==> config.mk <==
export PLATFORM = sky130hd
export DESIGN_NAME = sipo_word_receiver
export DESIGN_NICKNAME = d
export VERILOG_FILES = /design/src/rtl/sipo_rx_pkg.sv /design/src/rtl/sipo_rx_fifo.sv /design/src/rtl/sipo_word_receiver.sv
export SDC_FILE = /design/constraint.sdc
export NUM_CORES = 1
export LEC_CHECK = 0
export ABC_AREA = 1
export BUFFER_PORTS_ARGS = -buffer_cell sky130_fd_sc_hd__clkbuf_2
export CAP_MARGIN = 10
export CORE_MARGIN = 8
export CORE_UTILIZATION = 35
export DETAILED_ROUTE_END_ITERATION = 7
export SETUP_SLACK_MARGIN = 0.4
export SYNTH_ARGS = -nofsm -noshare
export SYNTH_HDL_FRONTEND = slang
export SYNTH_SLANG_ARGS = --single-unit
==> constraint.sdc <==
create_clock -name clk -period 1.4 [get_ports clk]
set_input_delay 0.07 -clock clk [delete_from_list [all_inputs] [get_ports clk]]
set_output_delay 0.07 -clock clk [all_outputs]
set_load 0.03 [all_outputs]
==> src/rtl/sipo_rx_pkg.sv <==
// Shared types and sizing helpers for the serial word receiver.
// Latency: n/a (types and constant functions only).
// Backpressure: n/a. SIPO_RX_PARITY_EN adds one even-parity bit to each frame.
package sipo_rx_pkg;

  typedef enum logic {
    RX_IDLE,
    RX_RECV
  } rx_state_t;

`ifdef SIPO_RX_PARITY_EN
  localparam int PARITY_BITS = 1;
`else
  localparam int PARITY_BITS = 0;
`endif

  // Serial bits per frame: data bits plus an optional parity bit.
  function automatic int frame_len(input int width);
    return width + PARITY_BITS;
  endfunction

  // The bit counter must be able to hold the value FRAME.
  function automatic int cnt_width(input int width);
    return $clog2(frame_len(width) + 1);
  endfunction

endpackage

==> src/rtl/sipo_rx_fifo.sv <==
// Small synchronous FIFO holding completed receive words.
// Latency: a pushed word is visible at rdata/!empty one cycle after the push edge.
// Backpressure: push while full is ignored unless a pop happens on the same edge.
module sipo_rx_fifo #(
  parameter int WIDTH = 4,
  parameter int DEPTH = 2
) (
  input  logic             clk,
  input  logic             rst,
  input  logic             clear,
  input  logic             push,
  input  logic [WIDTH-1:0] wdata,
  input  logic             pop,
  output logic [WIDTH-1:0] rdata,
  output logic             full,
  output logic             empty
);

  localparam int AW   = (DEPTH > 1) ? $clog2(DEPTH) : 1;
  localparam int CNTW = $clog2(DEPTH + 1);

  logic [WIDTH-1:0] mem [DEPTH];
  logic [AW-1:0]    wr_ptr;
  logic [AW-1:0]    rd_ptr;
  logic [CNTW-1:0]  count;
  logic             do_push;
  logic             do_pop;

  assign full    = (count == CNTW'(DEPTH));
  assign empty   = (count == '0);
  assign do_pop  = pop && !empty;
  // A full FIFO still accepts a word when the head leaves on the same edge.
  assign do_push = push && (!full || do_pop);
  assign rdata   = mem[rd_ptr];

  function automatic logic [AW-1:0] ptr_inc(input logic [AW-1:0] p);
    return (p == AW'(DEPTH - 1)) ? '0 : p + AW'(1);
  endfunction

  // Storage, pointers and occupancy; clear empties without touching storage.
  always_ff @(posedge clk or posedge rst) begin
    if (rst) begin
      wr_ptr <= '0;
      rd_ptr <= '0;
      count  <= '0;
      for (int i = 0; i < DEPTH; i++) mem[i] <= '0;
    end else if (clear) begin
      wr_ptr <= '0;
      rd_ptr <= '0;
      count  <= '0;
    end else begin
      if (do_push) begin
        mem[wr_ptr] <= wdata;
        wr_ptr      <= ptr_inc(wr_ptr);
      end
      if (do_pop) rd_ptr <= ptr_inc(rd_ptr);
      if (do_push && !do_pop)      count <= count + CNTW'(1);
      else if (!do_push && do_pop) count <= count - CNTW'(1);
    end
  end

endmodule

==> src/rtl/sipo_word_receiver.sv <==
// Reassembles LSB-first serial bits (sampled on shift_en) into words queued in a FIFO.
// Latency: word_valid rises the cycle after the edge sampling the last frame bit.
// Backpressure: valid/ready out; a word completing into a full FIFO with no pop is dropped and sets sticky overflow. Macro SIPO_RX_PARITY_EN adds even parity.
module sipo_word_receiver #(
  parameter int WIDTH      = 4,
  parameter int FIFO_DEPTH = 2
) (
  input  logic             clk,
  input  logic             rst,
  input  logic             serial_in,
  input  logic             shift_en,
  input  logic             clear,
  output logic [WIDTH-1:0] word_out,
  output logic             word_valid,
  input  logic             word_ready,
  output logic             overflow,
  output logic             parity_err
);

  import sipo_rx_pkg::*;

  localparam int FRAME = frame_len(WIDTH);
  localparam int CW    = cnt_width(WIDTH);
  localparam logic [CW-1:0] LAST_CNT = CW'(FRAME - 1);

  logic [WIDTH-1:0] sr;
  logic [WIDTH-1:0] sr_next;
  logic [WIDTH-1:0] frame_word;
  logic [CW-1:0]    bit_cnt;
  rx_state_t        state;
  rx_state_t        state_next;
  logic             last_bit;
  logic             frame_ok;
  logic             push_req;
  logic             pop;
  logic             fifo_full;
  logic             fifo_empty;

  assign sr_next  = {serial_in, sr[WIDTH-1:1]};
  assign last_bit = shift_en && (bit_cnt == LAST_CNT);
  assign pop      = word_valid && word_ready && !clear;
  assign push_req = last_bit && frame_ok && !clear;

`ifdef SIPO_RX_PARITY_EN
  // The last serial bit is parity, so the data word is already complete in sr.
  assign frame_word = sr;
  assign frame_ok   = ~(^sr ^ serial_in);

  // One-cycle pulse for a frame rejected on parity.
  always_ff @(posedge clk or posedge rst) begin
    if (rst) parity_err <= 1'b0;
    else     parity_err <= last_bit && !frame_ok && !clear;
  end
`else
  assign frame_word = sr_next;
  assign frame_ok   = 1'b1;
  assign parity_err = 1'b0;
`endif

  // Shift register: LSB arrives first, so new bits enter at the top.
  always_ff @(posedge clk or posedge rst) begin
    if (rst)           sr <= '0;
    else if (clear)    sr <= '0;
    else if (shift_en) sr <= sr_next;
  end

  // Bit counter wraps to 0 on the last bit so frames can run back to back.
  always_ff @(posedge clk or posedge rst) begin
    if (rst)           bit_cnt <= '0;
    else if (clear)    bit_cnt <= '0;
    else if (shift_en) bit_cnt <= last_bit ? '0 : bit_cnt + CW'(1);
  end

  // Receive state register.
  always_ff @(posedge clk or posedge rst) begin
    if (rst) state <= RX_IDLE;
    else     state <= state_next;
  end

  // Next state: RECV while a partial word is held, IDLE between frames.
  always_comb begin
    state_next = state;
    case (state)
      RX_IDLE: if (shift_en && !last_bit) state_next = RX_RECV;
      RX_RECV: if (last_bit)              state_next = RX_IDLE;
      default:                            state_next = RX_IDLE;
    endcase
    if (clear) state_next = RX_IDLE;
  end

  // Sticky overflow: a completed word found the FIFO full with no pop to make room.
  always_ff @(posedge clk or posedge rst) begin
    if (rst)                                   overflow <= 1'b0;
    else if (clear)                            overflow <= 1'b0;
    else if (push_req && fifo_full && !pop)    overflow <= 1'b1;
  end

  sipo_rx_fifo #(
    .WIDTH (WIDTH),
    .DEPTH (FIFO_DEPTH)
  ) u_fifo (
    .clk   (clk),
    .rst   (rst),
    .clear (clear),
    .push  (push_req),
    .wdata (frame_word),
    .pop   (pop),
    .rdata (word_out),
    .full  (fifo_full),
    .empty (fifo_empty)
  );

  assign word_valid = !fifo_empty;

endmodule

After elaboration in Yosys (flattened, before gate mapping)
Index checks and enable logic that the tools add are counted.
{"block": "word_totals", "reg_bits": 20, "elab_cells": 68, "input_bits": 6, "out_inout_bits": 7}
{"block": "op_classes", "magnitude_cmp": 3, "addsub": 5, "n_reduce_logical": 25, "eq_ne": 2, "bitwise": 3, "n_mux": 22}
{"cell": "two-way mux 4 bit", "n": 6}
{"cell": "logical AND 1 bit", "n": 11}
{"cell": "two-way mux 3 bit", "n": 3}
{"cell": "bitwise mux 8 bit", "n": 1}
{"cell": "two-way mux 1 bit", "n": 8}
{"cell": "nonzero test 2 bit", "n": 4}
{"cell": "logical NOT 1 bit", "n": 6}
{"cell": "two-way mux 2 bit", "n": 3}
{"cell": "demux 4 bit (select 1 bit)", "n": 1}
{"cell": "greater-or-equal comparator 2 bit (second input constant)", "n": 2}
{"cell": "inverter 1 -> 2 bit", "n": 2}
{"cell": "adder 3 x 1 -> 3 bit (second input constant)", "n": 1}
{"cell": "equality test 3 x 2 -> 1 bit (second input constant)", "n": 1}
{"cell": "nonzero test 3 bit", "n": 1}
{"cell": "adder 1 bit (second input constant)", "n": 2}
{"cell": "adder 2 x 1 -> 2 bit (second input constant)", "n": 1}
{"cell": "equality test 2 bit (second input constant)", "n": 1}
{"cell": "logical NOT 2 bit", "n": 1}
{"cell": "less-than comparator 2 x 1 -> 1 bit (second input constant)", "n": 1}
{"cell": "AND reduction 2 bit", "n": 1}
{"cell": "subtractor 2 x 1 -> 2 bit (second input constant)", "n": 1}
{"cell": "logical OR 1 bit", "n": 1}
{"cell": "inverter 1 bit", "n": 1}

Depth between registers and ports, before layout
{"block": "depth", "ltp_word": 12, "ltp_mapped": 9, "ltp_nobuf": 9}

Modules after synthesis
From an unflattened synthesis, not the netlist that was laid out.
{"block": "unflattened", "cells_unflattened": 124, "hier_area_um2": 993.5}
{"module": "sipo_rx_fifo", "seq_area_each_um2": 300.3, "cells_each": 83, "instances": 1, "area_per_inst_um2": 644.4}
{"module": "sipo_word_receiver", "seq_area_each_um2": 175.2, "cells_each": 41, "instances": 1, "area_per_inst_um2": 349.1}

Worst setup path after synthesis
Ideal clock, no wire load.
{"block": "synth_timing", "path_type": "reg-to-output", "startpoint": "reg u_fifo.rd_ptr", "endpoint": "out word_out[0]", "arrival_time_ns": 1.224, "n_path_buf": 1, "setup_slack_ns": 0.106, "stages_incl_launch_ff": 3, "required_time_ns": 1.330, "path_cell_list": "dfrtp_1 clkbuf_1 o21ai_0"}
{"block": "synth_via", "elab_chain_cells": 4}
{"element": "from (decl)", "line": "sipo_rx_fifo.sv:24", "text": "logic [AW-1:0] rd_ptr;"}
{"element": "from (signal assigned)", "line": "sipo_rx_fifo.sv:56", "text": "if (do_pop) rd_ptr <= ptr_inc(rd_ptr);"}
{"element": "inverter 1 -> 2 bit (implied by the code)", "line": "sipo_rx_fifo.sv:34", "text": "assign rdata = mem[rd_ptr];"}
{"element": "two-way mux 4 bit (implied by the code) (3 in series)", "line": "sipo_rx_fifo.sv:34"}
{"element": "to (decl)", "line": "sipo_word_receiver.sv:13", "text": "output logic [WIDTH-1:0] word_out,"}
Every way passes these cells. The select of a mux whose other input is x is not followed.

Final worst setup path
{"block": "layout_timing", "startpoint": "reg bit_cnt[0]", "endpoint": "reg u_fifo.count[1]"}
{"block": "layout_via", "elab_chain_cells": 7, "word_cells_on_any_way": 10, "classes_between": "1 x eq/ne; 2 x mux; 7 x reduce/logical"}
{"element": "from (decl)", "line": "sipo_word_receiver.sv:29", "text": "logic [CW-1:0] bit_cnt;"}
{"element": "from (signal assigned)", "line": "sipo_word_receiver.sv:71", "text": "else if (shift_en) bit_cnt <= last_bit ? '0 : bit_cnt + CW'(1);"}
{"element": "equality test 3 x 2 -> 1 bit *", "line": "sipo_word_receiver.sv:40", "text": "assign last_bit = shift_en && (bit_cnt == LAST_CNT);"}
{"element": "logical AND 1 bit *", "line": "sipo_word_receiver.sv:40"}
{"element": "logical AND 1 bit *", "line": "sipo_word_receiver.sv:42", "text": "assign push_req = last_bit && frame_ok && !clear;"}
{"element": "logical AND 1 bit *", "line": "sipo_rx_fifo.sv:33", "text": "assign do_push = push && (!full || do_pop);"}
{"element": "logical AND 1 bit / logical NOT 1 bit (equally long branches)", "line": "sipo_rx_fifo.sv:57, sipo_rx_fifo.sv:58"}
{"element": "two-way mux 2 bit / logical AND 1 bit (equally long branches)", "line": "sipo_rx_fifo.sv:57, sipo_rx_fifo.sv:58"}
{"element": "two-way mux 2 bit / nonzero test 3 bit (equally long branches)"}
{"element": "to (signal assigned)", "line": "sipo_rx_fifo.sv:57", "text": "if (do_push && !do_pop) count <= count + CNTW'(1);"}
{"element": "to (signal assigned)", "line": "sipo_rx_fifo.sv:58", "text": "else if (!do_push && do_pop) count <= count - CNTW'(1);"}
{"element": "to (decl)", "line": "sipo_rx_fifo.sv:25", "text": "logic [CNTW-1:0] count;"}
Mark *: on every way between the ends. The rest lies on a longest branch, timed or not.
A chain may end at the register's enable or synchronous reset.

==> out/qor.txt <==
Syn_nets -> 122
GR Util All Layers -> 0.1004
Switch share -> 0.3452
CP arrival -> 1.59 ns
Core area -> 2686 um2
Cell taking the most area after synthesis -> dfrtp_1
Max H-tree Level -> 1
Synth warn -> 0
Drt wl/cell -> 12.17 um
Clock slew seen by the registers of the worst setup and hold paths -> 0.11 ns
Final period util -> 0.9645
R2R depth -> 9
Register share of total power -> 0.424
Nets -> 149
Largest net degree at the start of global routing -> 20
Status -> completed
WHS Endpoint -> u_fifo.mem[3]$_DFFE_PP0P_
Reg2reg setup slack -> 0.05 ns
Synth top area cells -> dfrtp_1, nand2_1, o21ai_0, inv_1, nand2_4
NetSw -> 0.5144 mW
CP Capture Type -> flip-flop
Mapped Cells -> 115
Worst Hold Launch -> serial_in
CTS tree -> done
Worst endpoint required time -> 1.64 ns
Post-Synth Simple-Gate Area -> 0.3082
Area of the die -> 4683 um2
Drt total wl -> 2094 um
Die height -> 68.43 um
Skew final -> 0.006387 ns
Slew Limit Fails -> 0
RR Endpoint -> u_fifo.count[1]$_DFFE_PP0P_
Peak supply drop -> 0.7757 mV
Area Growth Syn to Fin -> 34.20%
Setup violators final -> 0
Die Wd -> 68.43 um
# diodes -> 0
RR Startpoint -> bit_cnt[0]$_DFFE_PP0P_
Startpoint Class -> flip-flop
Min cycle time layout -> 1.350 ns
Initial antenna violation count -> 0
Layout cell share with drive strength beyond 1 -> 0.3901
Sequential area share after synthesis -> 0.4941
P_int -> 0.9755 mW
Critical setup path kind -> reg -> reg
Cell area after synthesis -> 962.2 um2
First DRT Iteration DRCs -> 40
Largest family of logic cells by synthesized area -> simple AND/OR/NAND/NOR gates
Distinct cells, synth -> 24
LEAKAGE -> 0.6380 nW
Hold Fails Final Rpt -> 0
Via density -> 4.733
# fillers -> 260
Grt total ovfl -> 0
Compound-cell area share of the yosys netlist -> 0.1105
Number of port buffers -> 11
Unrepaired setup endpoints after global routing -> true
First-pass GRT wire length -> 3588 um
First-pass DRT Iterations -> 4
Setup_tns -> 0 ns
Deepest clock path buffer count -> 2
Top cell type's share of synthesized area -> 0.4941
Fmax -> 740.6 MHz
Power, Total -> 1.490 mW
Avg Cell Area, Syn -> 8.367 um2
Via Count -> 814
Post-synthesis adder-cell area fraction -> 0.01300
# rows -> 19
Dpl hpwl -> 1424 um
Mux cell area share after synthesis -> 0
Root Driver -> clkbuf_4
Total CTS buffers -> 3
Antenna-violating nets left -> 0
Gate power share -> 0.391
Starting density of the core -> 0.3582
# clock sinks -> 19
Hold Path Depth -> 3
GP Congestion -> 0.7944
Vias in the first global route -> 794
Pwr Density -> 1154 nW/um2
MaxCap Viol Count -> 0
# DRC -> 0
Yosys reg bits -> 19
Max FO, Critical Path -> 3
Clock share of power -> 0.185
I/O Pins -> 13
Xor and xnor fraction of the mapped netlist area -> 0
Clock Latency Late Sink -> 0.29 ns
Hold Crit Class -> in -> reg
-- metal layers --
layer	vias up	wire length, um	share of wire	global-route usage
met5	-	0	0	0
met4	0	18	0.0086	0.02302
met3	2	91	0.043	0.03601
met2	11	1009	0.48	0.1521
met1	384	975	0.47	0.1332
li1	417	-	-	-
-- stage by stage --
step / worst slack, ns / util / hold slack, ns / area (um2) / std cells
after floorplan: 0.1646 / - / 0.02113 / 975.9 / 115
after global placement: 0.08481 / 0.3968 / 0.08218 / 1066 / 156
after detailed placement: 0.01773 / 0.3968 / 0.09082 / 1066 / 156
after CTS: 0.07561 / 0.4606 / 0.01574 / 1237 / 170
after global routing: -0.08399 / 0.4807 / 0.03231 / 1291 / 172
final: 0.04971 / 0.4807 / 0.03067 / 1291 / 172
-- flip-flops by register name, summed over array words and instances (netlist names) --
name / cells
u_fifo.rd_ptr: 1
bit_cnt: 3
sr: 3
overflow: 1
u_fifo.wr_ptr: 1
u_fifo.mem: 8
u_fifo.count: 2
-- cells in the final DEF, fill, tap and decap left out, types with 3 or more instances in the layout --
cell / count
inv_1: 12
clkbuf_8: 3
o21ai_2: 5
nor2_1: 4
dfrtp_1: 18
nand2_1: 31
nand3_1: 5
nand2_4: 3
o21ai_1: 6
inv_2: 3
o21ai_0: 4
clkbuf_2: 6
buf_4: 10
clkbuf_4: 3
nand2_2: 6
-- cell usage after synthesis --
library cell / number
a21oi_1: 1
buf_4: 1
clkbuf_1: 1
conb_1: 1
dfrtp_1: 19
ha_1: 1
inv_1: 14
inv_2: 1
nand2_1: 37
nand2_4: 3
nand3_1: 6
nand3_2: 1
nand4_1: 1
nor2_1: 5
nor2_2: 1
nor2_4: 1
nor2_8: 1
nor3_1: 1
nor3_4: 1
o21ai_0: 12
o21ai_1: 2
o21ai_2: 2
o22ai_1: 1
o31ai_1: 1
-- cell type report --
type	instances	area [um2]	share of cell area
Inverter	15	56.30	0.04360
Multi-Input combinational cell	79	484.2	0.3750
Clock buffer	4	26.28	0.02035
Timing Repair Buffer	24	209.0	0.1618
Tap cell	31	38.79	0.03004
Sequential cell	19	476.7	0.3692
-- cell families after synthesis --
| kind of cell | Yosys count |
|---|---|
| compound gates | 19 |
| fa+ha+maj | 1 |
| buf+inv | 17 |
| flops | 19 |
| other cells | 1 |
| simple gates | 58 |
-- repair_timing --
item | in CTS | in global routing
setup endpoints to repair | 18 | 20
hold buffers | 1 | 0
setup buffers | 9 | 2
gates cloned | 0 | 0
gates resized for setup | 20 | 13
endpoints found under the hold margin | 19 | 0
pin swaps | 5 | 2
-- worst max-delay path by stage --
stage / startpoint / end / slack, ns / cells past startpoint
2_1_floorplan: bit_cnt[0]$_DFFE_PP0P_ / u_fifo.count[1]$_DFFE_PP0P_ / 0.16 / 7
3_3_place_gp: bit_cnt[0]$_DFFE_PP0P_ / u_fifo.count[1]$_DFFE_PP0P_ / 0.08 / 7
3_5_place_dp: bit_cnt[0]$_DFFE_PP0P_ / u_fifo.count[1]$_DFFE_PP0P_ / 0.02 / 7
4_1_cts: bit_cnt[1]$_DFFE_PP0P_ / u_fifo.mem[6]$_DFFE_PP0P_ / 0.08 / 7
5_1_grt: bit_cnt[0]$_DFFE_PP0P_ / u_fifo.mem[6]$_DFFE_PP0P_ / -0.08 / 7
6_report: bit_cnt[0]$_DFFE_PP0P_ / u_fifo.count[1]$_DFFE_PP0P_ / 0.05 / 9
-- critical path: stages, from the launching register on --
cell	delay, ns
dfrtp_1	0.39
ha_1	0.20
nand2_2	0.11
buf_4	0.13
nor2_2	0.04
nand2_1	0.08
nand2_2	0.06
a21oi_2	0.15
nand2_1	0.07
nand2_1	0.06
-- power by group through the flow --
stage | Combinational (mW) | Sequential [mW] | Clock [mW]
2_1_floorplan | 0.307 | 0.637 | 0
3_3_place_gp | 0.372 | 0.659 | 0
3_5_place_dp | 0.380 | 0.661 | 0
4_1_cts | 0.553 | 0.632 | 0.294
5_1_grt | 0.630 | 0.637 | 0.311
6_report | 0.582 | 0.632 | 0.276
(Power assumes the default switching activity.)
